[config.mk]
export PLATFORM = sky130hd
export DESIGN_NAME = logic_op_sequencer
export DESIGN_NICKNAME = d
export VERILOG_FILES = /design/src/rtl/logic_seq_pkg.sv /design/src/rtl/AND_D.sv /design/src/rtl/NOT_D.sv /design/src/rtl/OR_D.sv /design/src/rtl/XOR_D.sv /design/src/rtl/logic_unit_bank.sv /design/src/rtl/logic_op_sequencer.sv
export SDC_FILE = /design/constraint.sdc
export NUM_CORES = 1
export LEC_CHECK = 0
export BUFFER_PORTS_ARGS = -buffer_cell sky130_fd_sc_hd__buf_2
export CAP_MARGIN = 15
export CORE_MARGIN = 2
export CORE_UTILIZATION = 54
export DETAILED_ROUTE_END_ITERATION = 8
export HOLD_SLACK_MARGIN = 0.12
export PLACE_DENSITY = 0.8
export SKIP_LAST_GASP = 1
export SLEW_MARGIN = 20
export SYNTH_ARGS = -nofsm -noshare
export SYNTH_HDL_FRONTEND = slang
export SYNTH_HIERARCHICAL = 1
export SYNTH_SLANG_ARGS = --single-unit
[constraint.sdc]
create_clock -name clk -period 2.5 [get_ports clk]
set_input_delay 0 -clock clk [delete_from_list [all_inputs] [get_ports clk]]
set_output_delay 0 -clock clk [all_outputs]
set_load 0.02 [all_outputs]
[src/rtl/logic_seq_pkg.sv]
// logic_seq_pkg: opcodes, FSM state encoding and unit enable indices for the logic op sequencer
package logic_seq_pkg;
  localparam logic [2:0] OP_AND = 3'b000;
  localparam logic [2:0] OP_OR  = 3'b001;
  localparam logic [2:0] OP_XOR = 3'b010;
  localparam logic [2:0] OP_NOT = 3'b011;
  localparam int EN_AND = 0;
  localparam int EN_OR  = 1;
  localparam int EN_XOR = 2;
  localparam int EN_NOT = 3;
  typedef enum logic [1:0] {IDLE = 2'd0, EXEC = 2'd1, RESP = 2'd2} state_t;
  function automatic logic [3:0] op_onehot(input logic [2:0] op);
    return op[2] ? 4'b0000 : 4'b0001 << op[1:0];
  endfunction
endpackage

[src/rtl/AND_D.sv]
// AND_D: 4-bit AND unit, output forced to zero when not enabled
module AND_D (
  input  logic       en,
  input  logic [3:0] a,
  input  logic [3:0] b,
  output logic [3:0] y
);
  assign y = en ? a & b : 4'h0;
endmodule

[src/rtl/NOT_D.sv]
// NOT_D: 8-bit inverter unit, output forced to zero when not enabled
module NOT_D (
  input  logic       en,
  input  logic [7:0] a,
  output logic [7:0] y
);
  assign y = en ? ~a : 8'h00;
endmodule

[src/rtl/OR_D.sv]
// OR_D: 4-bit OR unit, output forced to zero when not enabled
module OR_D (
  input  logic       en,
  input  logic [3:0] a,
  input  logic [3:0] b,
  output logic [3:0] y
);
  assign y = en ? a | b : 4'h0;
endmodule

[src/rtl/XOR_D.sv]
// XOR_D: 4-bit XOR unit, output forced to zero when not enabled
module XOR_D (
  input  logic       en,
  input  logic [3:0] a,
  input  logic [3:0] b,
  output logic [3:0] y
);
  assign y = en ? a ^ b : 4'h0;
endmodule

[src/rtl/logic_unit_bank.sv]
// logic_unit_bank: the four logic units plus the result mux selected by the latched opcode
module logic_unit_bank
  import logic_seq_pkg::*;
(
  input  logic [2:0] op,
  input  logic [7:0] a,
  input  logic [3:0] b,
  input  logic [3:0] unit_en,
  output logic [7:0] result,
  output logic       illegal
);
  logic [3:0] y_and, y_or, y_xor;
  logic [7:0] y_not;
  AND_D u_and (.en(unit_en[EN_AND]), .a(a[3:0]), .b(b), .y(y_and));
  OR_D  u_or  (.en(unit_en[EN_OR]),  .a(a[3:0]), .b(b), .y(y_or));
  XOR_D u_xor (.en(unit_en[EN_XOR]), .a(a[3:0]), .b(b), .y(y_xor));
  NOT_D u_not (.en(unit_en[EN_NOT]), .a(a),      .y(y_not));
  always_comb begin
    result  = op == OP_AND ? {4'h0, y_and} :
              op == OP_OR  ? {4'h0, y_or}  :
              op == OP_XOR ? {4'h0, y_xor} :
              op == OP_NOT ? y_not : 8'h00;
    illegal = op[2];
  end
endmodule

[src/rtl/logic_op_sequencer.sv]
// logic_op_sequencer: accepts one logic command, pulses one unit enable, holds the result until consumed
module logic_op_sequencer
  import logic_seq_pkg::*;
#(
  parameter int CNT_W = 8
) (
  input  logic             clk,
  input  logic             rst_n,
  input  logic             cmd_valid,
  output logic             cmd_ready,
  input  logic [2:0]       cmd_op,
  input  logic [7:0]       cmd_a,
  input  logic [3:0]       cmd_b,
  output logic             res_valid,
  input  logic             res_ready,
  output logic [7:0]       res_data,
  output logic             res_err,
  output logic [3:0]       unit_en,
  output logic [CNT_W-1:0] op_count,
  output logic             busy
);
  state_t     state, state_d;
  logic [2:0] op_q;
  logic [7:0] a_q, result;
  logic [3:0] b_q;
  logic       illegal;
  assign cmd_ready = state == IDLE;
  always_comb begin
    state_d = state == IDLE ? (cmd_valid ? EXEC : IDLE) :
              state == EXEC ? RESP :
              (res_ready ? IDLE : RESP);
  end
  // enables are computed from the incoming opcode so they are a clean flop output during EXEC
  always_ff @(posedge clk or negedge rst_n) begin
    if (!rst_n) begin
      state     <= IDLE;
      op_q      <= 3'b000;
      a_q       <= 8'h00;
      b_q       <= 4'h0;
      res_valid <= 1'b0;
      res_data  <= 8'h00;
      res_err   <= 1'b0;
      unit_en   <= 4'b0000;
      op_count  <= '0;
      busy      <= 1'b0;
    end else begin
      state     <= state_d;
      busy      <= state_d != IDLE;
      res_valid <= state_d == RESP;
      unit_en   <= state_d == EXEC ? op_onehot(cmd_op) : 4'b0000;
      if (state == IDLE && cmd_valid) begin
        op_q <= cmd_op;
        a_q  <= cmd_a;
        b_q  <= cmd_b;
      end
      if (state == EXEC) begin
        res_data <= result;
        res_err  <= illegal;
      end
      if (state == RESP && res_ready) op_count <= op_count + 1'b1;
    end
  end
  logic_unit_bank u_bank (
    .op(op_q), .a(a_q), .b(b_q), .unit_en(unit_en), .result(result), .illegal(illegal)
  );
endmodule

==> results of run 1 <==
[through the flow]
stage               setup slack (ns)  instance area [um^2]  utilization (%)
finish                         0.791                  2410             72.4
global route                   0.704                  2410             72.4
CTS                            0.778                  2410             72.4
detailed placement             0.788                  2120             63.7
global placement               0.825                  2120             63.7
floorplan                      0.865                  1890                -
[what timing repair did]
item	CTS	global route
endpoints found under the hold margin	65	0
hold buffers	21	0
gates resized for setup	0	0
[flip-flops by register name, summed over array words and instances (netlist names)]
| name | cells |
|---|---|
| busy | 1 |
| op_count | 8 |
| res_data | 8 |
| op_q | 3 |
| unit_en | 4 |
| state | 2 |
| res_err | 1 |
| b_q | 4 |
| res_valid | 1 |
| a_q | 8 |
[per-layer routing]
| layer | up-vias | global-route usage, % | routed length [um] |
|---|---|---|---|
| met3 | 4 | 5.18 | 166 |
| met5 | - | 0 | 0 |
| met1 | 648 | 25.7 | 1600 |
| met2 | 34 | 34.7 | 1870 |
| li1 | 621 | - | - |
| met4 | 0 | 8.33 | 42 |
[Yosys cell counts, drive strengths merged]
library cell / instances
nor4: 1
and3: 5
nand3b: 1
inv: 1
mux2: 25
mux4: 4
nand3: 3
nand4: 1
dfrtp: 40
nor3: 2
nor4b: 2
nand2: 2
or2: 1
o21a: 4
nor2b: 12
nand2b: 1
and4b: 2
xor2: 8
nor2: 2
and3b: 1
ha: 1
and2: 8
buf: 3
xnor2: 3
a21oi: 2
[final cells by class]
cell class	count	area share, %
Sequential cell	40	41.5
Multi-Input combinational cell	91	35.1
Timing Repair Buffer	63	17.4
Tap cell	46	2.38
Clock inverter	3	1.76
Clock buffer	5	1.55
Inverter	1	0.363
[logic make-up (layout without fill, tap and decap cells)]
group           after synthesis  in the layout  synth area share (%)
compound gates                6              6                  2.12
flops                        40             40                  53.0
fa+ha+maj                     1              1                 0.662
buf+inv                       4             72                  2.19
mux                          29             29                  21.5
simple gates                 44             44                  15.5
xor+xnor                     11             11                  5.10
[final timing paths]
check | end | slack [ns] | cells past startpoint
min in group clk | res_valid | 0.41 | 3
max in group asynchronous | b_q[2] | 1.68 | 2
worst min-delay path | op_count[6] | 0.28 | 2
worst max-delay path | res_data[3] | 0.79 | 5
worst max register to register | res_data[3] | 0.79 | 5
worst min register to register | op_count[7] | 0.48 | 1
[critical path, stage by stage (launching register included)]
cell	delay [ns]
sky130_fd_sc_hd__dfrtp_1	0.44
sky130_fd_sc_hd__xor2_1	0.15
sky130_fd_sc_hd__and2_1	0.15
sky130_fd_sc_hd__mux4_1	0.48
sky130_fd_sc_hd__nor2b_1	0.14
sky130_fd_sc_hd__mux2_2	0.25
[where the power goes]
group	total, mW	internal [mW]	switching (mW)
Sequential	1.11	0.860	0.252
Clock	0.425	0.208	0.217
Combinational	0.747	0.406	0.342
==> Flow_metrics.wiki, run 1 <==
{| class="wikitable"
! Metric !! Value
|-
| Status || finished clean
|-
| Setup Skew || 0.0148 ns
|-
| Crit start category || flop
|-
| Count of max-cap constraint violations || 0
|-
| Drt first-iter violations || 53
|-
| Number of global-route vias before repair || 1340
|-
| Sum of internal, switching and leakage power || 2.28 mW
|-
| CTS Buf Count || 5
|-
| Number of antenna violations at the first check in global routing || 0
|-
| Syn_nets || 155
|-
| Top-Level Pins || 43
|-
| Category of the most critical setup path || reg -> reg
|-
| First-pass GRT wire length || 6.29 mm
|-
| Avg WL per Cell || 14.8 um
|-
| H-tree levels || 2
|-
| Most frequent standard cell in the layout excluding fill and tap cells || sky130_fd_sc_hd__buf_2
|-
| I/O Buffers || 42
|-
| Largest net degree at the start of global routing || 41
|-
| DRC || 0
|-
| TritonCTS sink count || 40
|-
| FF/Latch Area || 1000 um^2
|-
| Critical path endpoint category || flop
|-
| Most frequent cells in the layout || 42 x sky130_fd_sc_hd__buf_2, 40 x sky130_fd_sc_hd__dfrtp_1, 21 x sky130_fd_sc_hd__dlygate4sd3_1, 18 x sky130_fd_sc_hd__mux2_2, 12 x sky130_fd_sc_hd__nor2b_1
|-
| TritonCTS clock tree || built
|-
| Cell count after synthesis || 135
|-
| Final hold viol count || 0
|-
| Number of nets in the layout || 222
|-
| Detailed placer's ending HPWL || 2.51 mm
|-
| Area of combinational cells with multiple inputs || 847 um^2
|-
| GRT overflow || 0
|-
| Upper clock frequency limit || 585 MHz
|-
| Post-synth top area cell || sky130_fd_sc_hd__dfrtp_1
|-
| Post-route minimum period || 1.71 ns
|-
| First-pass DRT Iterations || 4
|-
| Sum of negative setup slack || 0 ns
|-
| Overall die height || 63.2 um
|-
| Clock insertion delay at the later pin of the skew report || 0.35 ns
|-
| Placer Congestion || 0.735
|-
| Static leakage || 1.22 nW
|-
| Wire length after detailed routing || 3.68 mm
|-
| Number of non-filler instances in the completed layout || 249
|-
| Startpoint of the worst register-to-register path || a_q[3]
|-
| Clock buffer depth || 2
|-
| Overall fraction of global-route tracks in use || 20.7%
|-
| N_diodes || 0
|-
| Average cell area after synthesis || 14.0 um^2
|-
| Setup crit start || a_q[3]
|-
| Max-slew headroom || 42.8%
|-
| Worst hold slack || 0.280 ns
|-
| Pwr/cell area || 946 nW/um^2
|-
| Placed instance count || 220
|-
| Clock transition at the register clock pins on the worst setup and hold paths after CTS || 0.13 ns
|-
| Effective utilization at floorplan || 56.6%
|-
| # Post-CTS Setup Buffers || 0
|-
| Cell types occupying the most area after synthesis || sky130_fd_sc_hd__dfrtp_1 53%, sky130_fd_sc_hd__mux2_2 11%, sky130_fd_sc_hd__mux2_4 5.6%
|-
| Period utilization || 68.4%
|-
| Residual antenna-violating net count after detailed routing || 0
|-
| Relative area change from synthesis to final layout || 27.8%
|-
| Avg Vias per Cell || 5.25
|-
| Via count || 1307
|-
| Fraction of final layout cells with drive strength greater than 1 || 40.4%
|-
| Rows || 21
|-
| Part of the Yosys area used for sequential elements || 53.0%
|-
| Number of fill cells in the layout || 244
|-
| Post-synth top area share || 53.0%
|-
| Die width || 63.2 um
|-
| Overall die area || 3990 um^2
|-
| Area of the core || 3340 um^2
|-
| Max rail drop VDD || 0.505 mV
|-
| Worst min-delay path class || in -> async
|-
| Data arrival, critical path || 1.97 ns
|-
| Worst-margin pin slew || 0.858 ns
|-
| Synthesized area || 1890 um^2
|-
| Unrepaired setup endpoints after global routing || no
|-
| Critical Path RT || 2.76 ns
|-
| Max Transition Viols Final || 0
|-
| Post-synthesis register bit count || 40
|-
| Final setup viols || 0
|-
| Critical path peak fanout || 5
|-
| Netlist cell types || 31
|-
| Number of warnings issued by yosys || 6
|-
| Clock Root Buffer || sky130_fd_sc_hd__clkbuf_4
|}
Note: power is estimated with default switching activity, not from simulation.
==> run 2: changes to the inputs <==
--- a/config.mk
+++ b/config.mk
@@ -8,10 +8,10 @@
 export BUFFER_PORTS_ARGS = -buffer_cell sky130_fd_sc_hd__buf_2
 export CAP_MARGIN = 15
 export CORE_MARGIN = 2
-export CORE_UTILIZATION = 54
+export CORE_UTILIZATION = 53
 export DETAILED_ROUTE_END_ITERATION = 8
 export HOLD_SLACK_MARGIN = 0.12
-export PLACE_DENSITY = 0.8
+export PLACE_DENSITY = 0.79
 export SKIP_LAST_GASP = 1
 export SLEW_MARGIN = 20
 export SYNTH_ARGS = -nofsm -noshare
==> constraint.sdc (replaced) <==
create_clock -name clk -period 1.6 [get_ports clk]
set_input_delay 0 -clock clk [delete_from_list [all_inputs] [get_ports clk]]
set_output_delay 0 -clock clk [all_outputs]
set_load 0.02 [all_outputs]
==> run 2 against run 1 <==
  * Via count grew 1.9%
  * Sequential power grew 57%
  * Power grew 60%
  * Sequential share of layout area shrank 0.78 points
  * Highest routed layer unchanged
  * Worst setup slack lost 0.91 ns
  * Clock skew shrank 0.0069 ns
  * The flow now finishes with violations (negative setup slack)
  * Combinational power grew 83%
  * Critical path type unchanged
  * Cell count grew 3.2%
==> Flow_metrics.wiki, run 2 (synthesis gave the netlist of run 1 again) <==
{| class="wikitable"
! Metric !! Value
|-
| Avg Vias per Cell || 5.18 (was 5.25)
|-
| Worst-margin pin slew || 0.511 ns (was 0.858 ns)
|-
| Number of global-route vias before repair || 1424 (was 1340)
|-
| Via count || 1332 (was 1307)
|-
| Worst min-delay path class || in -> async (unchanged)
|-
| Crit-path max cell delay || 0.46 ns (was 0.48 ns)
|-
| First-pass GRT wire length || 7.07 mm (was 6.29 mm)
|-
| CTS Buf Count || 5 (unchanged)
|-
| Unrepaired setup endpoints after global routing || yes (was no)
|-
| Clock buffer depth || 2 (unchanged)
|-
| Count of buffer and inverter cells on the critical path || 0 (unchanged)
|-
| Relative area change from synthesis to final layout || 30.3% (was 27.8%)
|-
| Drt first-iter violations || 66 (was 53)
|-
| Flop pwr share || 47.5% (was 48.7%)
|-
| Part of the power in combinational logic || 37.5% (was 32.7%)
|-
| Data arrival, critical path || 1.97 ns (about the same)
|-
| Period utilization || 107% (was 68.4%)
|-
| N_diodes || 0 (unchanged)
|-
| Most frequent cells in the layout || 42 x sky130_fd_sc_hd__buf_2, 40 x sky130_fd_sc_hd__dfrtp_1, 19 x sky130_fd_sc_hd__dlygate4sd3_1, 17 x sky130_fd_sc_hd__mux2_2, 11 x sky130_fd_sc_hd__nor2b_1 (was 42 x sky130_fd_sc_hd__buf_2, 40 x sky130_fd_sc_hd__dfrtp_1, 21 x sky130_fd_sc_hd__dlygate4sd3_1, 18 x sky130_fd_sc_hd__mux2_2, 12 x sky130_fd_sc_hd__nor2b_1)
|-
| Number of nets in the layout || 230 (was 222)
|-
| Clock Root Buffer || sky130_fd_sc_hd__clkbuf_4 (unchanged)
|-
| Wire length after detailed routing || 4.11 mm (was 3.68 mm)
|-
| Violated checks || negative setup slack
|-
| Status || finished, violations left (was finished clean)
|-
| Registers with the highest flip-flop counts || a_q: 8 flops, op_count: 8 flops, res_data: 8 flops (unchanged)
|-
| Overall die height || 63.7 um (was 63.2 um)
|-
| TritonCTS sink count || 40 (unchanged)
|-
| Clock insertion delay at the later pin of the skew report || 0.36 ns (was 0.35 ns)
|-
| Clock transition at the register clock pins on the worst setup and hold paths after CTS || 0.12 ns (was 0.13 ns)
|-
| Final setup slack of the worst path || -0.119 ns (was 0.791 ns)
|-
| Setup Skew || 0.00790 ns (was 0.0148 ns)
|-
| Crit start category || flop (unchanged)
|-
| Clock power frac || 15.0% (was 18.6%)
|-
| Category of the most critical setup path || reg -> reg (unchanged)
|-
| Placed instance count || 226 (was 220)
|-
| Max-slew headroom || 65.9% (was 42.8%)
|-
| Post-route minimum period || 1.72 ns (was 1.71 ns)
|-
| Effective utilization at floorplan || 55.7% (was 56.6%)
|-
| Pwr/cell area || 1490 nW/um^2 (was 946 nW/um^2)
|-
| Worst slack, placed || -0.109 ns (was 0.788 ns)
|-
| TritonCTS clock tree || built (unchanged)
|-
| GRT overflow || 0 (unchanged)
|-
| Switching power as a share of total power || 36.9% (was 35.5%)
|-
| Die width || 63.7 um (was 63.2 um)
|-
| Final setup viols || 4 (was 0)
|-
| Critical Path RT || 1.85 ns (was 2.76 ns)
|-
| Area of the core || 3390 um^2 (was 3340 um^2)
|-
| Max rail drop VDD || 1.24 mV (was 0.505 mV)
|-
| Rows || 21 (unchanged)
|-
| Number of non-filler instances in the completed layout || 257 (was 249)
|-
| Top-Level Pins || 43 (unchanged)
|-
| H-tree levels || 2 (unchanged)
|-
| Count of max-cap constraint violations || 0 (unchanged)
|-
| Detailed placer's ending HPWL || 2.63 mm (was 2.51 mm)
|-
| Avg WL per Cell || 16.0 um (was 14.8 um)
|-
| DRC || 0 (unchanged)
|-
| Cell chain of the critical path || xor2_1 -> and2_1 -> mux4_2 -> nor2b_4 -> mux2_4 (was xor2_1 -> and2_1 -> mux4_1 -> nor2b_1 -> mux2_2)
|-
| Fraction of final layout cells with drive strength greater than 1 || 45.5% (was 40.4%)
|-
| Most frequent standard cell in the layout excluding fill and tap cells || sky130_fd_sc_hd__buf_2 (unchanged)
|-
| Final hold viol count || 0 (unchanged)
|-
| Critical path endpoint category || flop (unchanged)
|-
| Number of antenna violations at the first check in global routing || 0 (unchanged)
|-
| Residual antenna-violating net count after detailed routing || 0 (unchanged)
|-
| Number of fill cells in the layout || 221 (was 244)
|-
| Dominant delay contributor by cell family on the critical path || multiplexers (unchanged)
|-
| I/O Buffers || 42 (unchanged)
|-
| Switching power total || 1.35 mW (was 0.811 mW)
|-
| First-pass DRT Iterations || 4 (unchanged)
|-
| Upper clock frequency limit || 582 MHz (was 585 MHz)
|-
| Critical path peak fanout || 4 (was 5)
|-
| Static leakage || 1.24 nW (was 1.22 nW)
|-
| Max Transition Viols Final || 0 (unchanged)
|-
| Largest net degree at the start of global routing || 41 (unchanged)
|-
| Internal power of the cells || 2.31 mW (was 1.47 mW)
|-
| Slowest stage cell on the critical path || sky130_fd_sc_hd__mux4_2 (was sky130_fd_sc_hd__mux4_1)
|-
| Overall fraction of global-route tracks in use || 23.2% (was 20.7%)
|-
| Overall die area || 4060 um^2 (was 3990 um^2)
|-
| Placer Congestion || 0.803 (was 0.735)
|}
run 2: cell types whose count changed in the layout (fill, tap and decap cells not counted), moves of 2 or more:
cell / delta
sky130_fd_sc_hd__mux4_2: +2
sky130_fd_sc_hd__buf_4: +10
sky130_fd_sc_hd__mux4_1: -2
sky130_fd_sc_hd__dlygate4sd3_1: -2
run 2: cell type report:
class | instances | area (um^2) | share of cell area (%)
clock buffer | 6 | 51.3 | 2.08
timing repair buffer | 71 | 475 | 19.3
tap | 46 | 57.6 | 2.34
multi-input combinational | 91 | 857 | 34.8
clock inverter | 2 | 10.0 | 0.407
inverter | 1 | 8.76 | 0.356
sequential | 40 | 1000 | 40.7
run 2: what timing repair did:
| item | 4_1_cts | 5_1_grt |
|---|---|---|
| cloned | 0 | 0 |
| pin swaps | 5 | 2 |
| hold endpoints to repair | 65 | 0 |
| buffers inserted | 2 | 2 |
| hold buffers | 19 | 0 |
| endpoints found under the setup margin | 4 | 5 |
| gates resized for setup | 3 | 1 |
run 2: final timing paths:
| check | from | endpoint | slack [ns] | cells after the start |
|---|---|---|---|---|
| hold reg to reg | op_count[7] | op_count[7] | 0.48 | 1 |
| setup reg to reg | a_q[3] | res_data[3] | -0.12 | 5 |
| min in group clk | res_ready | res_valid | 0.39 | 3 |
| hold / removal | rst_n | op_count[2] | 0.21 | 3 |
| setup / recovery | a_q[3] | res_data[3] | -0.12 | 5 |
| max in group asynchronous | rst_n | state[1] | 1.02 | 3 |
run 2: metal layers:
| layer | share of wire, % | track usage [%] |
|---|---|---|
| met4 | 1.5 | 7.34 |
| met3 | 4.3 | 5.89 |
| met2 | 51 | 39.1 |
| met5 | 0 | 0 |
| met1 | 43 | 29.2 |
run 2: worst reg2reg max path, stage by stage, from the launching register on:
cell and delay, ns:
sky130_fd_sc_hd__dfrtp_1 0.44, sky130_fd_sc_hd__xor2_1 0.17, sky130_fd_sc_hd__and2_1 0.14, sky130_fd_sc_hd__mux4_2 0.46, sky130_fd_sc_hd__nor2b_4 0.14, sky130_fd_sc_hd__mux2_4 0.27
run 2: metrics by stage:
| stage | power [mW] | hold WS (ns) | TNS, ns | utilization (%) | instance area [um^2] |
|---|---|---|---|---|---|
| final | 3.67 | 0.215 | -0.364 | 72.6 | 2460 |
| after global routing | 3.89 | 0.256 | -0.666 | 72.6 | 2460 |
| after CTS | 3.62 | 0.222 | -0.321 | 72.0 | 2440 |
| after detailed placement | 2.99 | 0.0827 | -0.309 | 63.8 | 2160 |
| after global placement | 2.90 | 0.0731 | -0.171 | 63.8 | 2160 |
| after floorplan | 2.58 | -0.296 | -0.0623 | - | 1880 |
run 2: power by group through the flow:
stage | combinational [mW] | clock [mW] | sequential [mW]
2_1_floorplan | 0.767 | 0 | 1.81
3_3_place_gp | 1.19 | 0 | 1.71
3_5_place_dp | 1.24 | 0 | 1.75
4_1_cts | 1.32 | 0.565 | 1.73
5_1_grt | 1.49 | 0.599 | 1.80
6_report | 1.37 | 0.551 | 1.74
==> run 3: changes to the inputs <==
--- a/config.mk
+++ b/config.mk
@@ -5,10 +5,12 @@
 export SDC_FILE = /design/constraint.sdc
 export NUM_CORES = 1
 export LEC_CHECK = 0
+export ABC_AREA = 1
 export BUFFER_PORTS_ARGS = -buffer_cell sky130_fd_sc_hd__buf_2
 export CAP_MARGIN = 15
 export CORE_MARGIN = 2
-export CORE_UTILIZATION = 53
+export CORE_UTILIZATION = 54
+export CTS_CLUSTER_DIAMETER = 100
 export DETAILED_ROUTE_END_ITERATION = 8
 export HOLD_SLACK_MARGIN = 0.12
 export PLACE_DENSITY = 0.79
==> run 3 against run 2 <==
  * The run now ends clean
  * First-iteration DRC count increased to 2.5 times the previous value
  * Area after synthesis grew 5.6%
  * Fmax rose by 33%
  * Largest cell class unchanged
  * Critical endpoint is now unit_en[1]
  * Highest routed layer unchanged
==> Flow_metrics.wiki, run 3 <==
{| class="wikitable"
! Metric !! Value
|-
| Static leakage || 1.35 nW (was 1.24 nW)
|-
| Period utilization || 80.6% (was 107%)
|-
| Most frequent cells in the layout || 90 x sky130_fd_sc_hd__nand2_1, 42 x sky130_fd_sc_hd__buf_2, 40 x sky130_fd_sc_hd__dfrtp_1, 34 x sky130_fd_sc_hd__nor2_1, 29 x sky130_fd_sc_hd__nand3_1 (was 42 x sky130_fd_sc_hd__buf_2, 40 x sky130_fd_sc_hd__dfrtp_1, 19 x sky130_fd_sc_hd__dlygate4sd3_1, 17 x sky130_fd_sc_hd__mux2_2, 11 x sky130_fd_sc_hd__nor2b_1)
|-
| Syn_nets || 275 (was 155)
|-
| Top routing layer in use || met4 (unchanged)
|-
| Startpoint of the worst register-to-register path || state[1] (was a_q[3])
|-
| Synth cell count leaders || 90 x sky130_fd_sc_hd__nand2_1, 40 x sky130_fd_sc_hd__dfrtp_1, 34 x sky130_fd_sc_hd__nor2_1, 29 x sky130_fd_sc_hd__nand3_1, 19 x sky130_fd_sc_hd__inv_1 (was 40 x sky130_fd_sc_hd__dfrtp_1, 18 x sky130_fd_sc_hd__mux2_2, 12 x sky130_fd_sc_hd__nor2b_1, 8 x sky130_fd_sc_hd__and2_1, 8 x sky130_fd_sc_hd__xor2_1)
|-
| Detailed placer's ending HPWL || 2.78 mm (was 2.63 mm)
|-
| Via count || 1747 (was 1332)
|-
| Clock insertion delay at the later pin of the skew report || 0.29 ns (was 0.36 ns)
|-
| Depth of the most critical reg-to-reg path || 5 (unchanged)
|-
| TritonCTS clock tree || built (unchanged)
|-
| Count of max-cap constraint violations || 0 (unchanged)
|-
| Registers with the highest flip-flop counts || a_q: 8 flops, op_count: 8 flops, res_data: 8 flops (unchanged)
|-
| Switching power total || 1.56 mW (was 1.35 mW)
|-
| Overall die area || 4200 um^2 (was 4060 um^2)
|-
| Area of the core || 3610 um^2 (was 3390 um^2)
|-
| Internal power of the cells || 2.25 mW (was 2.31 mW)
|-
| Capture instance of the worst register-to-register path || unit_en[1] (was res_data[3])
|-
| Max Transition Viols Final || 0 (unchanged)
|-
| Post-synth top area share || 50.2% (was 53.0%)
|-
| Cell count after synthesis || 255 (was 135)
|-
| M1 wire length || 1.95 mm (was 1.77 mm)
|-
| Area of combinational cells with multiple inputs || 840 um^2 (was 857 um^2)
|-
| Endpoint of the most critical setup path || unit_en[1] (was res_data[3])
|-
| Number of fill cells in the layout || 315 (was 221)
|-
| Synthesized area || 1990 um^2 (was 1890 um^2)
|-
| Length of routed met3 wiring || 168 um (was 176 um)
|-
| Pwr/cell area || 1510 nW/um^2 (was 1490 nW/um^2)
|-
| Netlist cell types || 20 (was 31)
|-
| Unrepaired setup endpoints after global routing || no (was yes)
|-
| Setup Skew || 0.00690 ns (was 0.00790 ns)
|-
| CTS Buf Count || 5 (unchanged)
|-
| Setup crit start || state[1] (was a_q[3])
|-
| Upper clock frequency limit || 775 MHz (was 582 MHz)
|-
| Final hold viol count || 0 (unchanged)
|-
| Part of the power in combinational logic || 34.5% (was 37.5%)
|-
| DRC || 0 (unchanged)
|-
| Largest net degree at the start of global routing || 41 (unchanged)
|-
| Number of nets in the layout || 340 (was 230)
|-
| Rows || 22 (was 21)
|-
| Post-route minimum period || 1.29 ns (was 1.72 ns)
|-
| Number of antenna violations at the first check in global routing || 0 (unchanged)
|-
| Leading cell type by number of instances after synthesis || sky130_fd_sc_hd__nand2_1 (was sky130_fd_sc_hd__dfrtp_1)
|-
| Most frequent standard cell in the layout excluding fill and tap cells || sky130_fd_sc_hd__nand2_1 (was sky130_fd_sc_hd__buf_2)
|-
| Clock transition at the register clock pins on the worst setup and hold paths after CTS || 0.08 ns (was 0.12 ns)
|-
| Number of warnings issued by yosys || 6 (unchanged)
|-
| Overall die height || 64.8 um (was 63.7 um)
|-
| Residual antenna-violating net count after detailed routing || 0 (unchanged)
|-
| Category of the most critical setup path || reg -> reg (unchanged)
|-
| Switching power as a share of total power || 41.0% (was 36.9%)
|-
| Max rail drop VDD || 0.894 mV (was 1.24 mV)
|-
| Wire length after detailed routing || 4.11 mm (about the same)
|-
| Metal2 WL || 1.94 mm (was 2.10 mm)
|-
| Main flop type after synthesis || sky130_fd_sc_hd__dfrtp_1 (unchanged)
|-
| Worst min-delay path class || in -> async (unchanged)
|-
| Die width || 64.8 um (was 63.7 um)
|-
| N_diodes || 0 (unchanged)
|-
| Relative area change from synthesis to final layout || 26.5% (was 30.3%)
|-
| Worst hold slack || 0.287 ns (was 0.215 ns)
|-
| H-tree levels || 2 (unchanged)
|-
| Data arrival, critical path || 1.50 ns (was 1.97 ns)
|-
| Register-to-register setup slack || 0.31 ns (was -0.12 ns)
|-
| I/O Buffers || 42 (unchanged)
|-
| Avg Vias per Cell || 4.73 (was 5.18)
|-
| Drt first-iter violations || 165 (was 66)
|-
| Clock power frac || 21.3% (was 15.0%)
|-
| Clock Root Buffer || sky130_fd_sc_hd__clkbuf_8 (was sky130_fd_sc_hd__clkbuf_4)
|-
| Status || finished clean (was finished, violations left)
|-
| Effective utilization at floorplan || 55.3% (was 55.7%)
|-
| Number of gates resized after CTS || 0 (was 3)
|-
| Critical path peak fanout || 15 (was 4)
|-
| GRT overflow || 0 (unchanged)
|-
| Average cell area after synthesis || 7.82 um^2 (was 14.0 um^2)
|-
| Critical path endpoint category || flop (unchanged)
|-
| Overall fraction of global-route tracks in use || 22.9% (was 23.2%)
|-
| Max-slew headroom || 66.9% (was 65.9%)
|-
| Cell types occupying the most area after synthesis || sky130_fd_sc_hd__dfrtp_1 50%, sky130_fd_sc_hd__nand2_1 17%, sky130_fd_sc_hd__nand3_1 7.3% (was sky130_fd_sc_hd__dfrtp_1 53%, sky130_fd_sc_hd__mux2_2 11%, sky130_fd_sc_hd__mux2_4 5.6%)
|-
| Final setup viols || 0 (was 4)
|-
| Part of the Yosys area used for sequential elements || 50.2% (was 53.0%)
|-
| Top-Level Pins || 43 (unchanged)
|-
| Async set or reset register ratio after synthesis || 100% (unchanged)
|-
| Post-synthesis register bit count || 40 (unchanged)
|-
| EDFF count, synth || 0 (unchanged)
|-
| Sum of negative setup slack || 0 ns (was -0.364 ns)
|-
| Fraction of final layout cells with drive strength greater than 1 || 22.1% (was 45.5%)
|-
| TritonCTS sink count || 40 (unchanged)
|-
| Flop pwr share || 44.2% (was 47.5%)
|-
| First-pass DRT Iterations || 4 (unchanged)
|-
| Worst-margin pin slew || 0.496 ns (was 0.511 ns)
|-
| First-pass GRT wire length || 7.30 mm (was 7.07 mm)
|-
| FF/Latch Area || 1000 um^2 (unchanged)
|-
| Critical Path RT || 1.81 ns (was 1.85 ns)
|-
| Avg WL per Cell || 11.1 um (was 16.0 um)
|-
| Crit start category || flop (unchanged)
|-
| Post-synth top area cell || sky130_fd_sc_hd__dfrtp_1 (unchanged)
|-
| Clock buffer depth || 2 (unchanged)
|-
| Number of global-route vias before repair || 1662 (was 1424)
|-
| Placer Congestion || 0.822 (was 0.803)
|}
-- run 3: cell types whose count changed after synthesis, moves of 6 or more --
cell                      previous run  this run
sky130_fd_sc_hd__and2_1              8         0
sky130_fd_sc_hd__nand2_1             1        90
sky130_fd_sc_hd__mux2_2             18         0
sky130_fd_sc_hd__nor2_1              1        34
sky130_fd_sc_hd__mux2_4              7         0
sky130_fd_sc_hd__nand3_1             3        29
sky130_fd_sc_hd__inv_2               0         6
sky130_fd_sc_hd__nor2_2              0         7
sky130_fd_sc_hd__nor2b_1            12         0
sky130_fd_sc_hd__nand4_1             1         8
sky130_fd_sc_hd__inv_1               0        19
-- run 3: kinds of logic after synthesis --
kind of cell               Yosys count  synth area share [%]
adders and majority gates            1                 0.627
DFF                                 40                  50.2
and+or+nand+nor                    177                  39.2
buffers and inverters               31                  7.72
AOI/OAI and AO/OA                    2                 0.502
xor gates and xnor gates             4                  1.76
-- run 3: area by class of cell --
class	instances	share of cell area (%)
tap	48	2.38
clock inverter	2	1.39
inverter	25	3.72
timing repair buffer	64	16.7
clock buffer	6	2.88
sequential	40	39.7
multi-input combinational	184	33.3
-- run 3: stage by stage --
stage / area [um^2] / util (%) / cells / power (mW) / setup slack, ns
2_1_floorplan: 1990 / - / 255 / 2.65 / 0.366
3_3_place_gp: 2230 / 62.0 / 343 / 2.93 / 0.420
3_5_place_dp: 2230 / 62.0 / 343 / 2.97 / 0.325
4_1_cts: 2520 / 70.0 / 369 / 3.82 / 0.308
5_1_grt: 2520 / 70.0 / 369 / 4.11 / 0.157
6_report: 2520 / 70.0 / 369 / 3.80 / 0.310
-- run 3: layer usage --
layer,track usage (%),up-vias
met3,5.90,4
met4,10.9,0
met2,36.7,45
li1,-,928
met5,0,-
met1,28.9,770
-- run 3: timing repair --
action,4_1_cts,5_1_grt
setup buffers,0,0
setup endpoints to repair,0,0
endpoints found under the hold margin,65,0
hold buffers,18,0
-- run 3: how the worst min path moves through the flow --
| stage | to | depth (start not counted) |
|---|---|---|
| detailed placement | op_count[6] | 2 |
| finish | op_count[7] | 3 |
| CTS | res_data[1] | 3 |
| floorplan | a_q[0] | 0 |
| global placement | op_count[6] | 2 |
| global route | op_count[7] | 3 |
-- run 3: power groups by stage --
stage	Sequential [mW]	Clock [mW]	Combinational (mW)
after CTS	1.68	0.821	1.32
after floorplan	1.77	0	0.881
after global routing	1.75	0.883	1.48
after detailed placement	1.69	0	1.27
final	1.68	0.809	1.31
after global placement	1.68	0	1.25
-- run 3: worst max-delay path, stage by stage, from the launching register on --
cell	delay (ns)
sky130_fd_sc_hd__dfrtp_1	0.45
sky130_fd_sc_hd__nor2_4	0.19
sky130_fd_sc_hd__nand2_4	0.06
sky130_fd_sc_hd__inv_2	0.20
sky130_fd_sc_hd__nand2_1	0.14
sky130_fd_sc_hd__nor3_1	0.16
